`src/rtl/io_uart.sv`:
```
// io_uart: memory-mapped 8N1 UART on the processor IO bus.
// Transmit path: 4-entry byte FIFO feeding a serial shifter.
// Receive path: 2-flop synchroniser, mid-bit sampling, single holding register.
//
// Ports:
//   clk             system clock, rising edge
//   reset           asynchronous, active-high reset
//   io_address      IO word address; bits [14:0] decoded against BASE_ADDR
//   io_write_value  store data
//   io_write_en     store strobe (one cycle)
//   io_read_en      load strobe; only gates the DATA-read side effect
//   io_read_value   combinational read data
//   uart_tx         registered serial output, idles high
//   uart_rx         serial input, asynchronous to clk
//
// Register map (word offsets from BASE_ADDR):
//   +0 DATA    write pushes [7:0] into the TX FIFO; read returns {8'h00, rx_data}
//   +1 STATUS  read  {10'b0, rx_frame_err, rx_overrun, rx_valid, tx_busy, tx_empty, tx_full}
//              write bit4 clears rx_overrun, bit5 clears rx_frame_err
module io_uart #(
  parameter int          CLKS_PER_BIT = 16,
  parameter logic [14:0] BASE_ADDR    = 15'h0000
) (
  input  logic        clk,
  input  logic        reset,
  input  logic [15:0] io_address,
  input  logic [15:0] io_write_value,
  input  logic        io_write_en,
  input  logic        io_read_en,
  output logic [15:0] io_read_value,
  output logic        uart_tx,
  input  logic        uart_rx
);

  localparam int CW = (CLKS_PER_BIT > 2) ? $clog2(CLKS_PER_BIT) : 1;
  localparam logic [CW-1:0] BIT_LAST  = CW'(CLKS_PER_BIT - 1);
  localparam logic [CW-1:0] HALF_LAST = CW'(CLKS_PER_BIT / 2 - 1);

  typedef enum logic [1:0] {TX_IDLE, TX_START, TX_DATA, TX_STOP} tx_state_t;
  typedef enum logic [1:0] {RX_IDLE, RX_START, RX_DATA, RX_STOP} rx_state_t;

  logic sel_data;
  logic sel_status;
  logic push;
  logic data_pop;
  logic status_wr;

  logic [7:0] fifo_mem [4];
  logic [1:0] wr_ptr;
  logic [1:0] rd_ptr;
  logic [2:0] fifo_count;
  logic       tx_full;
  logic       tx_empty;
  logic       tx_pop;

  tx_state_t   tx_state;
  logic [CW-1:0] tx_cnt;
  logic [2:0]  tx_bit;
  logic [7:0]  tx_shift;
  logic        tx_bit_end;

  logic        rx_meta;
  logic        rx_sync;
  rx_state_t   rx_state;
  logic [CW-1:0] rx_cnt;
  logic [2:0]  rx_bit;
  logic [7:0]  rx_shift;
  logic        rx_done;
  logic        rx_done_ok;
  logic        rx_done_bad;

  logic [7:0]  rx_data;
  logic        rx_valid;
  logic        rx_overrun;
  logic        rx_frame_err;

  logic        unused_bits;

  assign unused_bits = ^{io_address[15], io_write_value[15:8]};

  assign sel_data   = (io_address[14:0] == BASE_ADDR);
  assign sel_status = (io_address[14:0] == (BASE_ADDR + 15'd1));
  assign status_wr  = io_write_en & sel_status;
  assign data_pop   = io_read_en & sel_data;

  assign tx_full  = (fifo_count == 3'd4);
  assign tx_empty = (fifo_count == 3'd0);
  // Fullness is judged on the pre-edge count, so a write into a full FIFO
  // is dropped even when the shifter pops at the same edge.
  assign push     = io_write_en & sel_data & ~tx_full;

  assign tx_bit_end = (tx_cnt == BIT_LAST);
  // The shifter takes a byte either from idle or straight out of a finishing
  // stop bit, which keeps queued frames contiguous on the wire.
  assign tx_pop = ~tx_empty &
                  ((tx_state == TX_IDLE) | ((tx_state == TX_STOP) & tx_bit_end));

  assign rx_done     = (rx_state == RX_STOP) & (rx_cnt == BIT_LAST);
  assign rx_done_ok  = rx_done & rx_sync;
  assign rx_done_bad = rx_done & ~rx_sync;

  // Transmit FIFO storage and pointers; push and pop may share an edge.
  always_ff @(posedge clk or posedge reset) begin
    if (reset) begin
      wr_ptr     <= 2'd0;
      rd_ptr     <= 2'd0;
      fifo_count <= 3'd0;
      for (int i = 0; i < 4; i++) fifo_mem[i] <= 8'h00;
    end else begin
      if (push) begin
        fifo_mem[wr_ptr] <= io_write_value[7:0];
        wr_ptr           <= wr_ptr + 2'd1;
      end
      if (tx_pop) rd_ptr <= rd_ptr + 2'd1;
      fifo_count <= fifo_count + {2'b00, push} - {2'b00, tx_pop};
    end
  end

  // Transmit shifter. uart_tx is a register with asynchronous preset so a
  // reset mid-frame returns the line high without waiting for a clock.
  always_ff @(posedge clk or posedge reset) begin
    if (reset) begin
      tx_state <= TX_IDLE;
      tx_cnt   <= '0;
      tx_bit   <= 3'd0;
      tx_shift <= 8'h00;
      uart_tx  <= 1'b1;
    end else begin
      case (tx_state)
        TX_IDLE: begin
          if (tx_pop) begin
            tx_shift <= fifo_mem[rd_ptr];
            tx_cnt   <= '0;
            uart_tx  <= 1'b0;
            tx_state <= TX_START;
          end
        end
        TX_START: begin
          if (tx_bit_end) begin
            tx_cnt   <= '0;
            tx_bit   <= 3'd0;
            uart_tx  <= tx_shift[0];
            tx_state <= TX_DATA;
          end else begin
            tx_cnt <= tx_cnt + CW'(1);
          end
        end
        TX_DATA: begin
          if (tx_bit_end) begin
            tx_cnt <= '0;
            if (tx_bit == 3'd7) begin
              uart_tx  <= 1'b1;
              tx_state <= TX_STOP;
            end else begin
              tx_bit   <= tx_bit + 3'd1;
              tx_shift <= {1'b0, tx_shift[7:1]};
              uart_tx  <= tx_shift[1];
            end
          end else begin
            tx_cnt <= tx_cnt + CW'(1);
          end
        end
        TX_STOP: begin
          if (tx_bit_end) begin
            tx_cnt <= '0;
            if (tx_pop) begin
              tx_shift <= fifo_mem[rd_ptr];
              uart_tx  <= 1'b0;
              tx_state <= TX_START;
            end else begin
              tx_state <= TX_IDLE;
            end
          end else begin
            tx_cnt <= tx_cnt + CW'(1);
          end
        end
        default: tx_state <= TX_IDLE;
      endcase
    end
  end

  // Two-flop synchroniser for the asynchronous serial input; idles high.
  always_ff @(posedge clk or posedge reset) begin
    if (reset) begin
      rx_meta <= 1'b1;
      rx_sync <= 1'b1;
    end else begin
      rx_meta <= uart_rx;
      rx_sync <= rx_meta;
    end
  end

  // Receive deserialiser: the start bit is re-checked at its midpoint, after
  // which every later sample lands one full bit period on, i.e. mid-bit.
  always_ff @(posedge clk or posedge reset) begin
    if (reset) begin
      rx_state <= RX_IDLE;
      rx_cnt   <= '0;
      rx_bit   <= 3'd0;
      rx_shift <= 8'h00;
    end else begin
      case (rx_state)
        RX_IDLE: begin
          rx_cnt <= '0;
          if (!rx_sync) rx_state <= RX_START;
        end
        RX_START: begin
          if (rx_cnt == HALF_LAST) begin
            rx_cnt   <= '0;
            rx_bit   <= 3'd0;
            rx_state <= rx_sync ? RX_IDLE : RX_DATA;
          end else begin
            rx_cnt <= rx_cnt + CW'(1);
          end
        end
        RX_DATA: begin
          if (rx_cnt == BIT_LAST) begin
            rx_cnt   <= '0;
            rx_shift <= {rx_sync, rx_shift[7:1]};
            if (rx_bit == 3'd7) rx_state <= RX_STOP;
            else                rx_bit   <= rx_bit + 3'd1;
          end else begin
            rx_cnt <= rx_cnt + CW'(1);
          end
        end
        RX_STOP: begin
          if (rx_cnt == BIT_LAST) begin
            rx_cnt   <= '0;
            rx_state <= RX_IDLE;
          end else begin
            rx_cnt <= rx_cnt + CW'(1);
          end
        end
        default: rx_state <= RX_IDLE;
      endcase
    end
  end

  // Receive holding register and error flags. A DATA read at the same edge
  // as a completed frame frees the register, so the new byte loads without
  // an overrun. Flag sets take priority over software clears.
  always_ff @(posedge clk or posedge reset) begin
    if (reset) begin
      rx_data      <= 8'h00;
      rx_valid     <= 1'b0;
      rx_overrun   <= 1'b0;
      rx_frame_err <= 1'b0;
    end else begin
      if (rx_done_ok && (!rx_valid || data_pop)) begin
        rx_data  <= rx_shift;
        rx_valid <= 1'b1;
      end else if (data_pop) begin
        rx_valid <= 1'b0;
      end
      if (status_wr && io_write_value[4]) rx_overrun <= 1'b0;
      if (rx_done_ok && rx_valid && !data_pop) rx_overrun <= 1'b1;
      if (status_wr && io_write_value[5]) rx_frame_err <= 1'b0;
      if (rx_done_bad) rx_frame_err <= 1'b1;
    end
  end

  // Combinational read mux so single-cycle loads see data in the same cycle.
  always_comb begin
    io_read_value = 16'h0000;
    if (sel_data) begin
      io_read_value = {8'h00, rx_data};
    end else if (sel_status) begin
      io_read_value = {10'b0, rx_frame_err, rx_overrun, rx_valid,
                       (tx_state != TX_IDLE), tx_empty, tx_full};
    end
  end

endmodule

```
`config.mk`:
```
export PLATFORM = sky130hd
export DESIGN_NAME = io_uart
export DESIGN_NICKNAME = d
export VERILOG_FILES = /design/src/rtl/io_uart.sv
export SDC_FILE = /design/constraint.sdc
export NUM_CORES = 1
export LEC_CHECK = 0
export ABC_AREA = 1
export CORE_MARGIN = 10
export CORE_UTILIZATION = 40
export DETAILED_ROUTE_END_ITERATION = 12
export SKIP_LAST_GASP = 1
export SYNTH_ARGS = -nofsm -noshare
export SYNTH_HDL_FRONTEND = slang
export SYNTH_SLANG_ARGS = --single-unit
```
`constraint.sdc`:
```
create_clock -name clk -period 3.1 [get_ports clk]
set_input_delay 0.31 -clock clk [delete_from_list [all_inputs] [get_ports clk]]
set_output_delay 0.31 -clock clk [all_outputs]
set_load 0.05 [all_outputs]
```
After elaboration in Yosys (flattened, before gate mapping):

Cells that the tools add are included.

* flip-flop bits (word level): 87
* input port bits: 37
* word-level logic and storage cells: 155

* add/sub/neg operators: 8
* $lt $le $gt $ge: 3
* equality and inequality tests: 25
* mux-type cells: 53
* bitwise logic cells: 15
* reductions and logical operators: 29

Operators by type and width (number)
* $mux W8: 8
* $bwmux W32: 1
* $pmux W8 S3: 1
* $mux W2: 11
* $ne A2 B2 Y1 const B: 11
* $mux W3: 6
* $bmux W8 S2: 1
* $demux W8 S2: 1
* $mux W4: 4
* $pmux W2 S4: 2
* $eq A15 B1 Y1 const B: 1
* $logic_not A15 Y1: 1
* $mux W1: 12
* $pmux W3 S2: 2
* $pmux W4 S3: 1
* $reduce_and A4 Y1: 3
* $reduce_bool A2 Y1: 6
* $reduce_and A5 Y1: 2
* $and A1 B1 Y1: 9
* $eq A3 B3 Y1 const B: 3
* $add A4 B1 Y4 const B: 2
* $eq A2 B2 Y1 const B: 4
* $eq A4 B4 Y1 const B: 2
* $pmux W4 S2: 1
* 24 further kinds: 38

Longest topological paths before layout:

* depth in word-level cells: 7
* gate-level depth with buffers: 11
* gate-level depth less buffers: 10

Worst setup path after synthesis:

OpenSTA, ideal clock, no wires.

* path type: in2out
* from: in io_address[11]
* to: out io_read_value[3]
* data arrival time: 1.926 ns
* required time: 2.790 ns
* setup slack: 0.864 ns
* stages on the path: 7
* buffers on the path: 1
* cells stage by stage: nor2_1 nand2_1 nor2_4 nand2_4 nand2_1 buf_4 o21ai_0

* longest elaborated chain between the ends: 3

RTL lines
* from (decl): RTL line 26 `input logic [15:0] io_address,`
* $eq A15 B1 Y1: RTL line 82 `assign sel_status = (io_address[14:0] == (BASE_ADDR + 15'd1));`
* $mux W6: RTL line 267 `end else if (sel_status) begin`
* $mux W8 *: RTL line 265 `if (sel_data) begin`
* to (decl): RTL line 30 `output logic [15:0] io_read_value,`

Mark *: on every way between the ends. The rest lies on a longest branch, timed or not.

Worst setup path in the final report:

* from: in io_address[3]
* to: out io_read_value[2]

The elaborated chain is that of the path after synthesis.

==> run metrics <==
Crit path depth=7; peak fanout along the critical path=5; FP Rows=38; Worst EP required=about 2.8 ns; average size of a mapped cell=around 8.1 um2; DRC violations left=0; DR iter-0 viols=224; RR Startpoint=tx_state[1]; worst skew pair latency=0.36 ns; wire per inst=13.4 um; DR vias/cell=4.92; cts repair resizes=0; first-pass GRT wire length=16800 um; post-synthesis register bit count=87; drt pass-1 iters=5; startpoint types=primary input; Core Area=0.0109 mm2; Final WS setup=0.403 ns; Post-DRT Antenna Nets=0; unrepaired setup endpoints after global routing=false; total power=3.42 mW; Mapped Cells=554; final-stage net count=638; number of global-route vias before repair=3546; CP Buf/Inv Count=2; Max Clk Rate=about 0.37 GHz; final core occ=46.8%; register-to-register path setup slack=0.72 ns; Unique masters post-synth=31; final hold violation count=0; # diodes=0; Place WS=about 0.4 ns; Static Leakage=2.68 nW; TritonCTS Buffers=9; vias=3590; CP arrival=2.39 ns; Placer Congestion=0.793; H-Tree Depth=3; Clk Tree Root Cell=clkbuf_8; cell area after synthesis=0.00447 mm2; die height=126 um; worst setup path start=io_address[3]; area of placed instances=around 0.0049 mm2; pin count of the biggest net entering global routing=56; Port Buffers=36; CTS tree=done; min cycle time layout=~2.7 ns; Cell Pwr Density=671 mW/mm2; CTS Sinks=87; critical path endpoint category=primary output; Final Cell Area=0.00509 mm2; die width=126 um; max-cap check violation count=0; Setup Fix Bufs, Post-CTS=0; CP endpoint=io_read_value[2]; CP max stage delay=0.84 ns; share of cells above drive strength 1=6.79%; hold_buf cts=0; area grow syn2layout=13.9%; gr usage total=12.6%; die area=0.0158 mm2; Tightest Pin Transition=0.628 ns; slowest CP cell=clkdlybuf4s50_1; fin. max-slew vios=0; Reg clk slew, reported paths=roughly 0.09 ns; dpl hpwl=6960 um; VDD IR max=396 uV; Max Buffers Root-to-Sink=2; worst-case clock skew=0.0141 ns; status=complete, no violations; GRT overflow=0; Setup Viol. Count Final=0; io pins=54; Initial Util=41.1%; CP Class=in2out; routed wire length=slightly below 10000 um; CP delay by family, top=buffers and inverters; initial antenna violation count=0; FF-to-FF path depth=9; r2r endpoint=fifo_count[2]; register area share after synthesis=48.8%; yosys warns=0; ordered list of cells on the worst path=clkdlybuf4s50_1 > nor2_1 > nand3_1 > nor2_1 > nand2_1 > o21ai_0 > clkdlybuf4s50_1; final setup TNS=0 ns; period utilization=87.0%; Hold WC Path Type=in2async; worst rel slew slack=58.1%
## cells by family after synthesis
| kind of cell | Yosys count | synth area share (%) |
|---|---|---|
| xor+xnor | 10 | 1.96 |
| fa+ha+maj | 17 | 4.92 |
| buf+inv | 63 | 6.74 |
| simple gates | 342 | 33.5 |
| other cells | 1 | 0.0838 |
| flops | 87 | 48.8 |
| compound gates | 34 | 4.03 |
## routing by layer
metal  vias to the layer above  wire length [um]  track usage, %
met4                         0               123            3.82
met5                         -                 0               0
met1                      1700              4300            15.2
li1                       1814                 -               -
met2                        65              4880            21.7
met3                        11               461            2.98
## where the power goes
group,leakage (nW),internal (mW),switching (mW)
clock,0.0997,0.395,0.412
combinational,1.42,0.387,0.741
sequential,1.16,1.30,0.177
total,2.68,2.08,1.33
## synth_stat cells
cell type	number	area share, %
dfrtp_1	84	47
nand4_1	11	1.5
nand2_4	5	1.3
o21ai_0	24	2.7
o22ai_1	1	0.14
xor2_1	8	1.6
a21oi_1	6	0.67
clkbuf_2	1	0.11
fa_1	1	0.45
nor2_4	4	1.0
o21a_1	1	0.17
clkinv_1	1	0.084
inv_2	1	0.084
ha_1	16	4.5
xnor2_1	2	0.39
nand2_1	210	18
buf_4	12	2.0
nand3_2	3	0.67
buf_6	1	0.25
nor2_2	2	0.28
clkbuf_1	3	0.25
o31ai_1	1	0.17
inv_1	35	2.9
nand3_1	72	8.1
buf_2	9	1.0
nor2_1	33	2.8
or2_2	1	0.14
dfstp_2	3	1.8
conb_1	1	0.084
o21ai_2	1	0.20
nand3b_1	1	0.17
## stage by stage
step                hold WS, ns  cells
finish                    0.319    729
global route              0.351    729
CTS                       0.337    729
detailed placement        0.350    713
global placement          0.348    713
floorplan                 0.314    561
## state kept, by name (all words and copies together) (netlist names), 2 cells and up, named ones only
| name | cells |
|---|---|
| rx_shift | 8 |
| rx_data | 8 |
| rx_cnt | 4 |
| fifo_mem | 32 |
| tx_cnt | 4 |
| fifo_count | 3 |
| tx_state | 2 |
| tx_bit | 3 |
| wr_ptr | 2 |
| rx_bit | 3 |
| tx_shift | 8 |
| rd_ptr | 2 |
## cell usage in the layout, fill, tap and decap left out, types with 10 or more instances in the layout
cell type        netlist  routed
nand4_1               11      11
inv_1                 35      34
ha_1                  16      16
nand2_1              210     210
dfrtp_1               84      84
clkdlybuf4s50_1        0      34
nand3_1               72      72
clkbuf_8               0      10
o21ai_0               24      24
nor2_1                33      33
## how the worst min path moves through the flow
stage | from | endpoint | slack, ns
floorplan | uart_rx | rx_meta | 0.31
global placement | rx_meta | rx_sync | 0.35
detailed placement | rx_meta | rx_sync | 0.35
CTS | reset | wr_ptr[1] | 0.34
global route | reset | wr_ptr[1] | 0.35
finish | reset | wr_ptr[0] | 0.32
## final cells by class
type | count | area [um2]
multi-input combinational | 411 | 2020
sequential | 87 | 2180
fill | 1054 | 5790
timing repair buffer | 38 | 383
tap | 140 | 175
clock inverter | 5 | 56.3
inverter | 37 | 140
clock buffer | 11 | 141
(Power assumes the default switching activity.)
